<file path="config.mk">
export PLATFORM = sky130hd
export DESIGN_NAME = s3ga_cfg_loader
export DESIGN_NICKNAME = d
export VERILOG_FILES = /design/src/rtl/s3ga_cfg_loader.sv
export SDC_FILE = /design/constraint.sdc
export NUM_CORES = 1
export LEC_CHECK = 0
export CORE_AREA = 2 2 188 227
export DETAILED_ROUTE_END_ITERATION = 12
export DIE_AREA = 0 0 190 229
export PLACE_DENSITY = 0.58
export REMOVE_ABC_BUFFERS = 1
export SLEW_MARGIN = 20
export SYNTH_ARGS = -nofsm -noshare
export SYNTH_HDL_FRONTEND = slang
export SYNTH_SLANG_ARGS = --single-unit
</file>
<file path="constraint.sdc">
create_clock -name wb_clk_i -period 6.9 [get_ports wb_clk_i]
set_input_delay 0.69 -clock wb_clk_i [delete_from_list [all_inputs] [get_ports wb_clk_i]]
set_output_delay 0.69 -clock wb_clk_i [all_outputs]
set_load 0.005 [all_outputs]
</file>
<file path="src/rtl/s3ga_cfg_loader.sv">
// Wishbone slave that queues config words and shifts them NCH bits/cycle into the fabric chains, then strobes latch.
// Latency: ack one cycle after request; first chain bit two cycles after go (FETCH then SHIFT), one bubble per word.
// Backpressure: none on Wishbone (always acks); an empty FIFO stalls the shift, a full FIFO drops DATA writes and flags overflow.
module s3ga_cfg_loader #(
    parameter int NCH        = 4,
    parameter int FIFO_DEPTH = 8,
    parameter int LEN_W      = 16
) (
    input  logic             wb_clk_i,
    input  logic             wb_rst_ni,
    input  logic             wbs_cyc_i,
    input  logic             wbs_stb_i,
    input  logic             wbs_we_i,
    input  logic [3:0]       wbs_sel_i,
    input  logic [31:0]      wbs_adr_i,
    input  logic [31:0]      wbs_dat_i,
    output logic [31:0]      wbs_dat_o,
    output logic             wbs_ack_o,
    output logic             cfg_en_o,
    output logic [NCH-1:0]   cfg_do_o,
    output logic             cfg_we_o,
    output logic             irq_o
);
    localparam int SPW = 32 / NCH;              // shift cycles per word
    localparam int AW  = $clog2(FIFO_DEPTH);
    localparam int CW  = AW + 1;
    localparam int SW  = $clog2(SPW + 1);

    localparam logic [2:0] S_IDLE  = 3'd0;
    localparam logic [2:0] S_FETCH = 3'd1;
    localparam logic [2:0] S_SHIFT = 3'd2;
    localparam logic [2:0] S_LATCH = 3'd3;
    localparam logic [2:0] S_DONE  = 3'd4;

    logic [2:0]       state_q, state_d;
    logic [LEN_W-1:0] rem_q, rem_d;
    logic [31:0]      sh_q, sh_d;
    logic [SW-1:0]    slc_q, slc_d;
    logic [LEN_W-1:0] len_q;
    logic             irq_en_q, done_q, ovf_q;
    logic             ack_q;
    logic [31:0]      dat_q, rdata;
    logic [31:0]      mem_q [FIFO_DEPTH];
    logic [AW-1:0]    wp_q, rp_q;
    logic [CW-1:0]    cnt_q;
    logic             done_set;

    // Byte selects and undecoded address bits have no effect on this block.
    logic unused_bits;
    assign unused_bits = ^{wbs_sel_i, wbs_adr_i[31:4], wbs_adr_i[1:0]};

    logic       access, wr, rd;
    logic [1:0] adr;
    assign access = wbs_cyc_i & wbs_stb_i & ~ack_q;
    assign wr     = access & wbs_we_i;
    assign rd     = access & ~wbs_we_i;
    assign adr    = wbs_adr_i[3:2];

    logic ctrl_wr, len_wr, data_wr, stat_wr, go, abort;
    assign ctrl_wr = wr && (adr == 2'd0);
    assign len_wr  = wr && (adr == 2'd1);
    assign data_wr = wr && (adr == 2'd2);
    assign stat_wr = wr && (adr == 2'd3);
    assign go      = ctrl_wr & wbs_dat_i[0];
    assign abort   = ctrl_wr & wbs_dat_i[1];

    // A pop frees a slot in the same cycle, so a push into a full FIFO is accepted then.
    logic fifo_ne, fifo_full, pop, push, busy;
    assign fifo_ne   = (cnt_q != '0);
    assign fifo_full = (cnt_q == CW'(FIFO_DEPTH));
    assign pop       = (state_q == S_FETCH) && fifo_ne && !abort;
    assign push      = data_wr && (!fifo_full || pop);
    assign busy      = (state_q != S_IDLE);

    // Job sequencing: fetch a word, shift its slices LSB-first, latch when the count runs out.
    always_comb begin
        state_d  = state_q;
        rem_d    = rem_q;
        sh_d     = sh_q;
        slc_d    = slc_q;
        done_set = 1'b0;
        case (state_q)
            S_IDLE: if (go) begin
                rem_d   = len_q;
                state_d = (len_q == '0) ? S_DONE : S_FETCH;
            end
            S_FETCH: if (fifo_ne) begin
                sh_d    = mem_q[rp_q];
                slc_d   = SW'(SPW);
                state_d = S_SHIFT;
            end
            S_SHIFT: begin
                sh_d  = sh_q >> NCH;
                rem_d = rem_q - LEN_W'(1);
                slc_d = slc_q - SW'(1);
                if (rem_q == LEN_W'(1))
                    state_d = S_LATCH;      // leftover slices of this word are discarded
                else if (slc_q == SW'(1))
                    state_d = S_FETCH;
            end
            S_LATCH: state_d = S_DONE;
            S_DONE: begin
                done_set = 1'b1;
                state_d  = S_IDLE;
            end
            default: state_d = S_IDLE;
        endcase
        if (abort) begin
            state_d  = S_IDLE;
            done_set = 1'b0;
        end
    end

    // FSM and shift datapath registers.
    always_ff @(posedge wb_clk_i or negedge wb_rst_ni) begin
        if (!wb_rst_ni) begin
            state_q <= S_IDLE;
            rem_q   <= '0;
            sh_q    <= '0;
            slc_q   <= '0;
        end else begin
            state_q <= state_d;
            rem_q   <= rem_d;
            sh_q    <= sh_d;
            slc_q   <= slc_d;
        end
    end

    // FIFO storage; contents are don't-care while the entry is not counted.
    always_ff @(posedge wb_clk_i) begin
        if (push) mem_q[wp_q] <= wbs_dat_i;
    end

    // FIFO pointers and occupancy; abort flushes everything queued.
    always_ff @(posedge wb_clk_i or negedge wb_rst_ni) begin
        if (!wb_rst_ni) begin
            wp_q  <= '0;
            rp_q  <= '0;
            cnt_q <= '0;
        end else if (abort) begin
            wp_q  <= '0;
            rp_q  <= '0;
            cnt_q <= '0;
        end else begin
            if (push) wp_q <= wp_q + AW'(1);
            if (pop)  rp_q <= rp_q + AW'(1);
            case ({push, pop})
                2'b10:   cnt_q <= cnt_q + CW'(1);
                2'b01:   cnt_q <= cnt_q - CW'(1);
                default: cnt_q <= cnt_q;
            endcase
        end
    end

    // Control registers and sticky flags; a set in the same cycle as W1C wins.
    always_ff @(posedge wb_clk_i or negedge wb_rst_ni) begin
        if (!wb_rst_ni) begin
            len_q    <= '0;
            irq_en_q <= 1'b0;
            done_q   <= 1'b0;
            ovf_q    <= 1'b0;
        end else begin
            if (len_wr)  len_q    <= wbs_dat_i[LEN_W-1:0];
            if (ctrl_wr) irq_en_q <= wbs_dat_i[2];
            if (done_set)                     done_q <= 1'b1;
            else if (stat_wr && wbs_dat_i[1]) done_q <= 1'b0;
            if (data_wr && !push)             ovf_q  <= 1'b1;
            else if (stat_wr && wbs_dat_i[2]) ovf_q  <= 1'b0;
        end
    end

    // Read mux, registered together with the ack.
    always_comb begin
        rdata = '0;
        case (adr)
            2'd0:    rdata = {29'b0, irq_en_q, 2'b0};
            2'd1:    rdata = 32'(len_q);
            2'd3:    rdata = {16'b0, 8'(cnt_q), 5'b0, ovf_q, done_q, busy};
            default: rdata = '0;
        endcase
    end

    // Single-cycle ack for every access, no wait states.
    always_ff @(posedge wb_clk_i or negedge wb_rst_ni) begin
        if (!wb_rst_ni) begin
            ack_q <= 1'b0;
            dat_q <= '0;
        end else begin
            ack_q <= access;
            dat_q <= rd ? rdata : '0;
        end
    end

    assign wbs_ack_o = ack_q;
    assign wbs_dat_o = dat_q;
    assign cfg_en_o  = (state_q == S_SHIFT);
    assign cfg_do_o  = cfg_en_o ? sh_q[NCH-1:0] : '0;
    assign cfg_we_o  = (state_q == S_LATCH);
    assign irq_o     = done_q & irq_en_q;
endmodule

</file>
; After elaboration in Yosys (flattened, before gate mapping)
; Memories as Yosys holds them, arrays and structs flattened.
; Cells that the tools add are included.
[totals]
register_bits = 117
ram_bits = 256
output_inout_bits = 40
memories = 1
[mem_list]
columns = name, words, word_bits, rd, rd_ports_with_merged_regs, wr, line
row1 = mem_q, 8, 32, 1, 0, 1, 43  ; logic [31:0] mem_q [FIFO_DEPTH];
[classes]
add_sub_neg = 6
n_eq_ne = 17
n_mux = 30
bitwise = 9
n_reduce_logical = 29
[ops]
columns = cell, count
row1 = $mux W32, 2
row2 = $pmux W32 S2, 1
row3 = $pmux W16 S3, 1
row4 = $pmux W16 S2, 1
row5 = $mux W3, 10
row6 = $eq A16 B1 Y1 const B, 1
row7 = $logic_not A16 Y1, 1
row8 = $mux W16, 1
row9 = $pmux W4 S2, 2
row10 = $sub A16 B1 Y16 const B, 1
row11 = $mux W4, 3
row12 = $pmux W3 S4, 1
row13 = $reduce_bool A2 Y1, 6
row14 = $logic_and A1 B1 Y1, 10
row15 = $mux W1, 8
row16 = $sub A4 B1 Y4 const B, 2
row17 = $and A1 B1 Y1, 7
row18 = $add A3 B1 Y3 const B, 2
row19 = $eq A2 B2 Y1 const B, 3
row20 = $eq A3 B2 Y1 const B, 2
row21 = $ne A3 B3 Y1 const B, 2
row22 = $reduce_bool A3 Y1, 2
row23 = $add A4 B1 Y4 const B, 1
row24 = $eq A2 B1 Y1 const B, 2
row25 = 14 further kinds, 19

; Depth between registers and ports, before layout
[depth]
word_depth = 12
ltp_mapped = 11

; Least setup slack after synthesis
; No wires, ideal clock.
[synth_path]
kind = input port to flip-flop
startpoint = in wbs_adr_i[2]
endpoint = mem mem_q[0][0], enable pin
arrival_time_ns = 3.734
t_required_ns = 6.439
setup_slack_ns = 2.705
cell_stages = 5
path_buffers = 1
cell_sequence = clkbuf_1 -> nand2b_1 -> a311oi_4 -> nand2b_1 -> nor3_1
[synth_between]
elab_chain_len = 9
elab_cells_between_ends = 11
[synth_rtl]
columns = element, line
row1 = start: declaration, 15  ; input logic [31:0] wbs_adr_i,
row2 = $logic_not A2 Y1, 60  ; assign ctrl_wr = wr && (adr == 2'd0);
row3 = $logic_and A1 B1 Y1, 60
row4 = $and A1 B1 Y1, 65  ; assign abort = ctrl_wr & wbs_dat_i[1];
row5 = $logic_not A1 Y1, 71  ; assign pop = (state_q == S_FETCH) && fifo_ne && !abort;
row6 = $logic_and A1 B1 Y1, 71
row7 = $logic_or A1 B1 Y1, 72  ; assign push = data_wr && (!fifo_full || pop);
row8 = $logic_and A1 B1 Y1 (*), 72
row9 = $mux W1 (*), 131  ; if (push) mem_q[wp_q] <= wbs_dat_i;
row10 = $mux W1 (implied by the code) (*), 131
row11 = end: declaration, 43
; Every way passes the cells marked *; elsewhere a longest branch is shown, timed or not.

; Worst setup path in the final report
[layout_path]
startpoint = reg state_q[2]
endpoint = out cfg_do_o[0]
[layout_between]
elab_chain_len = 2
[layout_rtl]
columns = element, line
row1 = start: declaration, 35  ; logic [2:0] state_q, state_d;
row2 = start signal: assignment, 122  ; state_q <= state_d;
row3 = $eq A3 B2 Y1, 196  ; assign cfg_en_o = (state_q == S_SHIFT);
row4 = $mux W4, 197  ; assign cfg_do_o = cfg_en_o ? sh_q[NCH-1:0] : '0;
row5 = end: declaration, 20  ; output logic [NCH-1:0] cfg_do_o,
; No other way between the ends.

==> run metrics <==
CTS tree=built; post-route cell area=16740 µm²; R2R depth=5; Clk pwr share=0.307; dominant cells by area after synthesis=edfxtp_1, dfrtp_1, mux4_2; post-synthesis sequential area ratio=0.7128; Hold-fix buffers, CTS=0; vias in the first global route=7752; share of post-route cells with drive strength above 1=0.1849; PwrDens=366.7 nW/µm²; postcts setup bufs=0; Avg Synthesized Cell Area=17.12 µm²; yosys warns=0; wire per inst=20.14 µm; global-route wire length before repair=46.72 mm; most frequent cells in the layout=edfxtp_1, dfrtp_1, mux4_2; Starting Density=0.3466; detailed placer's ending HPWL=16.48 mm; Reg-to-Reg Start=state_q[1]; # setup viols final=0; Die Width=190 µm; H-tree depth=2; clk_skew=0.01763 ns; post-synth top area share=0.5365; Final Cycle Share=0.4997; Reg clk slew, reported paths=0.06 ns; Sw Pwr=1.812 mW; Worst IR Drop VDD=0.0002089 V; CP Data Arrival Time=2.76 ns; Seq pwr share=0.452; DR iter-0 viols=533; CP Launch Type=flop; filler instances=3738; input/output buffers=62; cell count after synthesis=837; clk_lat worst skew=0.52 ns; worst flop-to-flop path endpoint=mem_q[4][26]; pre-CTS WS=2.946 ns; cell taking the most area after synthesis=edfxtp_1; Comb power frac=0.241; commonest non-fill, non-tap cell in the layout=edfxtp_1; Slew Viols, Final=0; Crit Path Max Fanout=41; setup TNS=0 ns; DR DRC count=0; CTS Root Cell=clkbuf_16; Worst Slack Setup Final=3.452 ns; vias per cell=5.132; worst-margin pin slew=1.016 ns; CP Data Required Time=6.21 ns; final hold viol count=0; Core Rows=82; M1 WL=13.35 mm; post-cts sizing count=0; Top FF cell, synth=edfxtp_1; met3 routed WL=1.309 mm; Clock Sinks=357; Sw Share=0.2952; full die area=43510 µm²; die height=229 µm; Synth Cell Area=14330 µm²; All-Layer GR Usage=0.1402; GRT Residual Overflow=0; RSZ-0062 raised after global routing=false; core area=41350 µm²; Crit. End Element=output pin; initial antenna violation count=0; largest net degree at the start of global routing=71; GP Congestion=0.8199; Hold Crit Class=primary input to asynchronous set/reset pin; Critical Path Start=state_q[2]; Slew HR=0.3229; status=finished clean; uppermost layer routed=met4; Routed Antenna Nets=0; post-layout util=0.4048; Inserted Diodes=0; Post-DP Area=15590 µm²; MaxCap Viol Count=0; Unique masters post-synth=54; vias=7632; Lkg Pwr=5.836 nW; post-synthesis async set-or-reset flop share=0.2829; synthesis-to-layout area growth=16.80%; critical path endpoint=cfg_do_o[0]; Fmax=0.2900 GHz; WS Path Type=flop to output pin; clock buffer depth=3; Initial DRT Pass Iterations=5; clock period minus final worst setup slack=3.448 ns; number of synthesized flops with an enable pin=256; R2R setup slack=4.01 ns; Num CTS Buffers=37; Internal Power=4.326 mW; # nets final=995; top-level I/O count=113; Synth Register Bits=357; final wirelength=29.94 mm; WL met2=14.73 mm
## power groups by stage
| stage | Sequential (mW) | Clock [mW] | Combinational (mW) |
|---|---|---|---|
| floorplan | 2.85 | 0 | 1.02 |
| global placement | 2.81 | 0 | 1.48 |
| detailed placement | 2.82 | 0 | 1.51 |
| CTS | 2.78 | 1.94 | 1.51 |
| global route | 2.82 | 2.01 | 1.65 |
| finish | 2.78 | 1.88 | 1.48 |
## registers in the layout, summed over array words and instances, names as in the netlist
register,cells
wp_q,3
wbs_ack_o,1
mem_q,256
rp_q,3
wbs_dat_o,16
irq_en_q,1
state_q,3
len_q,16
rem_q,16
sh_q,32
ovf_q,1
slc_q,4
cnt_q,4
done_q,1
## cell usage after synthesis (2+ instances only)
library cell,count
mux2i_1,44
a21o_1,2
buf_2,12
a31oi_1,3
mux4_2,64
nor2_1,38
xor2_1,4
nand2b_1,7
o21ai_1,12
nand3b_1,4
a21oi_1,11
and2_1,14
edfxtp_1,256
inv_1,5
nand4_1,4
clkbuf_1,21
mux2_2,17
dfrtp_1,101
ha_1,8
nor3b_1,2
a211oi_1,3
nor4_2,2
buf_4,17
nor4_1,6
buf_1,7
nand3_1,19
and3_1,2
nand2_1,39
a22oi_1,30
o211ai_1,9
nor3_1,17
or3_1,3
o21ai_0,33
## per-layer routing
| metal | up-vias | track usage |
|---|---|---|
| met5 | - | 0 |
| met4 | 0 | 0.03585 |
| met3 | 44 | 0.02406 |
| met2 | 190 | 0.2338 |
| met1 | 3990 | 0.1906 |
| li1 | 3408 | - |
## kinds of logic (layout without fill, tap and decap cells)
| logic type | after synthesis | in the layout | share of synthesized area |
|---|---|---|---|
| compound gates | 110 | 110 | 0.04916 |
| xor+xnor | 5 | 5 | 0.003056 |
| fa+ha+maj | 9 | 9 | 0.008382 |
| buf+inv | 63 | 152 | 0.02200 |
| flops | 357 | 357 | 0.7128 |
| mux | 125 | 125 | 0.1447 |
| other cells | 1 | 16 | 0.0002617 |
| simple gates | 167 | 167 | 0.05964 |
## metrics by stage
stage / cells / hold slack (ns) / total power, mW
after floorplan: 795 / 0.3944 / 3.868
after global placement: 1420 / 0.4569 / 4.294
after detailed placement: 1420 / 0.4672 / 4.331
after CTS: 1487 / 0.1281 / 6.229
after global routing: 1487 / 0.1394 / 6.477
final: 1487 / 0.1205 / 6.138
## layout make-up
cell class                 count  area, µm²  area share
multi-input combinational    432       3918      0.2341
tap                          546      683.2     0.04082
clock inverter                25      182.7     0.01091
clock buffer                  42      964.7     0.05764
inverter                       6      22.52    0.001346
timing repair buffer          79      745.7     0.04455
sequential                   357      10220      0.6107
## critical path: stages (launching register included)
cell and delay, ns:
dfrtp_1 0.45, nor2_1 0.14, nand2_1 0.09, clkinv_1 0.26, buf_4 0.49, and2_1 0.26, clkdlybuf4s50_1 0.52
## worst min-delay path by stage
stage,from,to,slack [ns]
4_1_cts,wb_rst_ni,sh_q[14],0.13
3_3_place_gp,slc_q[3],slc_q[3],0.46
6_report,wb_rst_ni,wbs_dat_o[7],0.12
2_1_floorplan,wb_rst_ni,cnt_q[0],0.39
5_1_grt,wb_rst_ni,wbs_dat_o[7],0.14
3_5_place_dp,slc_q[3],slc_q[3],0.47
No activity file was read; power rests on OpenSTA's default activity.
==> RTL change 1: new RTL, same settings <==
`dat_q` no longer has a reset.
--- a/src/rtl/s3ga_cfg_loader.sv
+++ b/src/rtl/s3ga_cfg_loader.sv
@@ -186,7 +186,9 @@
             ack_q <= 1'b0;
-            dat_q <= '0;
         end else begin
             ack_q <= access;
-            dat_q <= rd ? rdata : '0;
-        end
+        end
+    end
+
+    always_ff @(posedge wb_clk_i) begin
+        dat_q <= rd ? rdata : '0;
     end
Formal check against the unedited RTL: differs if wb_rst_ni is asserted again (counterexample within 4 cycles, from zero or initial values and one cycle with wb_rst_ni low); with wb_rst_ni held inactive, the same outputs for 4 cycles.
==> RTL change 1 against the original RTL <==
- power increased by 2.8%
- sequential cell count unchanged
- non-clock buffer count stayed put
- via count is 0.41% lower
- cell area is 0.11% lower
- synthesized area decreased by 0.81%
- setup slack got worse by 0.69 ns
- final cell count is 0.67% lower
- maximum frequency fell by 17%
- clock power up 7%
- wire length is 0.81% higher
- first-iteration DRC count fell by 6.0%
- largest cell class unchanged
- highest routed layer unchanged
==> RTL change 1: results (changes against the original RTL) <==
- Layout Nets: 983 (was 995)
- Post-synth ARST share: 23.8% (was 28.3%)
- GRT Util Overall: 14.0% (about the same)
- Max transition margin: 30.1% (was 32.3%)
- Fill count: 3,757 (was 3,738)
- First-pass GRT wire length: 47,000 µm (was 46,700 µm)
- Share of cells above drive strength 1: 18.9% (was 18.5%)
- Met3 wire length: 1350 µm (was 1310 µm)
- Reg2Reg Depth: 6 (was 5)
- Vias in the first global route: 7,830 (was 7,752)
- DR WL/cell: 20.4 µm (was 20.1 µm)
- Worst VDD drop: 0.183 mV (was 0.209 mV)
- Largest cells by area after synthesis: edfxtp_1, dfrtp_1, mux4_2, mux2i_1, dfxtp_1 (was edfxtp_1, dfrtp_1, mux4_2, mux2i_1, a22oi_1)
- CTS resizes: 0 (unchanged)
- Worst-Skew Late Latency: 0.54 ns (was 0.52 ns)
- DRT Pass-1 Iters: 4 (was 5)
- Iteration-0 DRC Markers: 501 (was 533)
- Reg2reg start: wbs_ack_o$_DFF_PN0_ (was state_q[1]$_DFFE_PN0P_)
- Number of vias per cell: 5.15 (was 5.13)
- Reg clk slew, reported paths: 0.06 ns (about the same)
- Setup Skew: 0.0242 ns (was 0.0176 ns)
- DP HPWL: 17,100 µm (was 16,500 µm)
- Clock Tree Root: clkbuf_16 (unchanged)
- Critical path fanouts, max: 24 (was 41)
- Crit path arrival time: 4.37 ns (was 2.76 ns)
- I/O Buffers: 62 (unchanged)
- Status: completed (unchanged)
- Crit. Startpoint: wbs_adr_i[3] (was state_q[2]$_DFFE_PN0P_)
- Commonest cells post-synth: edfxtp_1, dfrtp_1, mux4_2, o21ai_0, mux2i_1 (was edfxtp_1, dfrtp_1, mux4_2, mux2i_1, nand2_1)
- Critical Path Sink: mem_q[3][20]$_DFFE_PP_ (was cfg_do_o[0])
- WL met2: 15,100 µm (was 14,700 µm)
- FF-to-FF setup slack: 3.41 ns (was 4.01 ns)
- Routed metal-1 wirelength: 13,000 µm (was 13,300 µm)
- GP Congestion: 0.800 (was 0.820)
- Yosys cell types: 55 (was 54)
- Seq/Total Area, Yosys: 71.3% (about the same)
- Total CTS buffers: 39 (was 37)
- Largest net degree at the start of global routing: 67 (was 71)
- Static Leak: 5.76 nW (was 5.84 nW)
-- RTL change 1: cell count changes after synthesis, sizes merged, moves of 4 or more --
cell    delta
dfrtp     -16
dfxtp     +16
nand2     -13
or4       +10
clkbuf     +7
nor2       -7
buf        -4
o211ai     -4
-- RTL change 1: worst min path at each step --
stage / slack (ns) / startpoint / end
floorplan: 0.39 / wb_rst_ni / cnt_q[0]$_DFFE_PN0P_
detailed placement: 0.47 / slc_q[3]$_DFFE_PN0P_ / slc_q[3]$_DFFE_PN0P_
global route: 0.21 / wb_rst_ni / len_q[12]$_DFFE_PN0P_
CTS: 0.19 / wb_rst_ni / sh_q[31]$_DFFE_PN0P_
finish: 0.18 / wb_rst_ni / rem_q[3]$_DFFE_PN0P_
global placement: 0.47 / slc_q[3]$_DFFE_PN0P_ / slc_q[3]$_DFFE_PN0P_
-- RTL change 1: cells by family (layout without fill, tap and decap cells) --
logic type | Yosys count | after routing | share of synthesized area, %
buf+inv | 66 | 155 | 2.26
xor+xnor | 4 | 4 | 0.247
fa+ha+maj | 9 | 9 | 0.845
compound gates | 107 | 107 | 4.79
mux | 124 | 124 | 14.5
simple gates | 158 | 158 | 6.01
other cells | 1 | 17 | 0.0264
flops | 357 | 357 | 71.3
-- RTL change 1: metrics by stage --
stage	power [mW]	setup slack (ns)	area [µm²]	hold WS, ns	std cells
3_5_place_dp	4.37	2.19	15500	0.470	1406
4_1_cts	6.39	2.74	16700	0.193	1476
5_1_grt	6.65	2.38	16700	0.208	1476
2_1_floorplan	3.88	1.36	14000	0.394	781
3_3_place_gp	4.34	2.26	15500	0.468	1406
6_report	6.31	2.76	16700	0.175	1477
-- RTL change 1: area by class of cell --
type / count / area [µm²] / share of cell area, %
Antenna cell: 1 / 2.50 / 0.0150
Clock buffer: 54 / 1120 / 6.71
Clock inverter: 16 / 136 / 0.816
Inverter: 6 / 22.5 / 0.135
Multi-Input combinational cell: 418 / 3860 / 23.1
Sequential cell: 357 / 10100 / 60.7
Tap cell: 546 / 683 / 4.09
Timing Repair Buffer: 79 / 746 / 4.46
-- RTL change 1: routing by layer --
layer,vias up,track usage (%)
li1,3394,-
met1,3993,18.6
met2,166,23.7
met3,48,2.30
met4,0,3.97
met5,-,0
-- RTL change 1: power breakdown --
part | total, mW | switching, mW | internal, mW
Sequential | 2.81 | 0.284 | 2.53
Combinational | 1.49 | 0.748 | 0.740
Clock | 2.01 | 0.831 | 1.18
-- RTL change 1: critical path, stage by stage --
cell and delay (ns):
clkdlybuf4s50_1 0.88, nor2_1 0.23, and3_1 0.41, o21ai_0 0.50
nand3_1 0.41, nor2_4 0.88, buf_4 0.34
==> RTL change 2: new RTL, same settings <==
Without the edit above. The parameter `FIFO_DEPTH` goes from 8 to 4.
--- a/src/rtl/s3ga_cfg_loader.sv
+++ b/src/rtl/s3ga_cfg_loader.sv
@@ -5,3 +5,3 @@
     parameter int NCH        = 4,
-    parameter int FIFO_DEPTH = 8,
+    parameter int FIFO_DEPTH = 4,
     parameter int LEN_W      = 16
Function: same outputs for any inputs over 4 cycles, from zero or initial values and one cycle with wb_rst_ni low; that may be too few to reach the edited logic, so the function may still have changed.
==> RTL change 2 against the original RTL <==
- setup slack worse by 0.34 ns
- critical path type unchanged
- clock skew down 0.0024 ns
- wire length down 30%
- cell area down 33%
- sequential cell count down 131
- synthesized area down 35%
- clock power down 32%
- power down 34%
- largest cell class unchanged
==> RTL change 2: results (changes against the original RTL) <==
- Status: completed (unchanged)
- Layout Nets: 780 (was 995)
- Post-synth EDFFs: 128 (was 256)
- Largest cells by area after synthesis: edfxtp_1, dfrtp_1, mux4_2, nand2_1, a22oi_1 (was edfxtp_1, dfrtp_1, mux4_2, mux2i_1, a22oi_1)
- GP Congestion: 0.750 (was 0.820)
- Largest net degree at the start of global routing: 73 (was 71)
- Critical path fanouts, max: 34 (was 41)
- Iteration-0 DRC Markers: 377 (was 533)
- Share of cells above drive strength 1: 14.2% (was 18.5%)
- Slowest cell on crit path: nand3b_1 (was clkdlybuf4s50_1)
- Crit path arrival time: 3.10 ns (was 2.76 ns)
- DP Area: 0.0104 mm² (was 0.0156 mm²)
- Slew @ Worst Pin: 0.940 ns (was 1.02 ns)
- Fin cells: 1,263 (was 1,487)
- H-Tree Depth: 1 (was 2)
- GRT Util Overall: 9.55% (was 14.0%)
- Worst VDD drop: 0.192 mV (was 0.209 mV)
- DP HPWL: 13,200 µm (was 16,500 µm)
- Static Leak: 4.15 nW (was 5.84 nW)
- Seq/Total Area, Yosys: 68.1% (was 71.3%)
- WL met2: 10,300 µm (was 14,700 µm)
- Critical Path Max Stage Delay: 0.56 ns (was 0.52 ns)
- Internal: 2.81 mW (was 4.33 mW)
- Sequential group power: 1.82 mW (was 2.78 mW)
- Post-synth ARST share: 43.4% (was 28.3%)
- Placed cells: 1,217 (was 1,420)
- Power in combinational cells: 938 µW (was 1.48 mW)
- Sw power: 1.21 mW (was 1.81 mW)
- Fin crit share: 54.9% (was 50.0%)
- Grt met2 use: 16.1% (was 23.4%)
- Met3 Usage GRT: 1.50% (was 2.41%)
- Number of vias per cell: 4.24 (was 5.13)
- Yosys cell types: 58 (was 54)
- Commonest cells post-synth: edfxtp_1, dfrtp_1, nand2_1, nor2_1, mux4_2 (was edfxtp_1, dfrtp_1, mux4_2, mux2i_1, nand2_1)
- FF-to-FF setup slack: 4.22 ns (was 4.01 ns)
- Routed metal-1 wirelength: 9320 µm (was 13,300 µm)
- Setup Skew: 0.0152 ns (was 0.0176 ns)
- First-pass GRT wire length: 32,300 µm (was 46,700 µm)
[RTL change 2: cell count changes after synthesis, moves of 8 or more]
cell	unedited run	this run
edfxtp_1	256	128
mux2i_1	44	7
nand2_1	39	85
nand3_1	19	11
mux2_1	0	10
clkbuf_1	21	11
mux4_2	64	32
o21ai_0	33	5
mux2_2	17	7
[RTL change 2: final cells by class]
cell class / count / area (µm²)
fillers: 4222 / 30100
flip-flops and latches: 226 / 6300
well taps: 546 / 683
multi-input cells: 364 / 2730
clock buffers: 34 / 699
repair buffers: 72 / 693
inverters: 9 / 33.8
clock inverters: 12 / 92.6
[RTL change 2: cell families after synthesis]
| group | synth area share, % |
|---|---|
| other cells | 0.0405 |
| compound gates | 6.03 |
| flops | 68.1 |
| mux | 10.6 |
| simple gates | 10.6 |
| xor+xnor | 0.284 |
| buf+inv | 3.10 |
| fa+ha+maj | 1.30 |
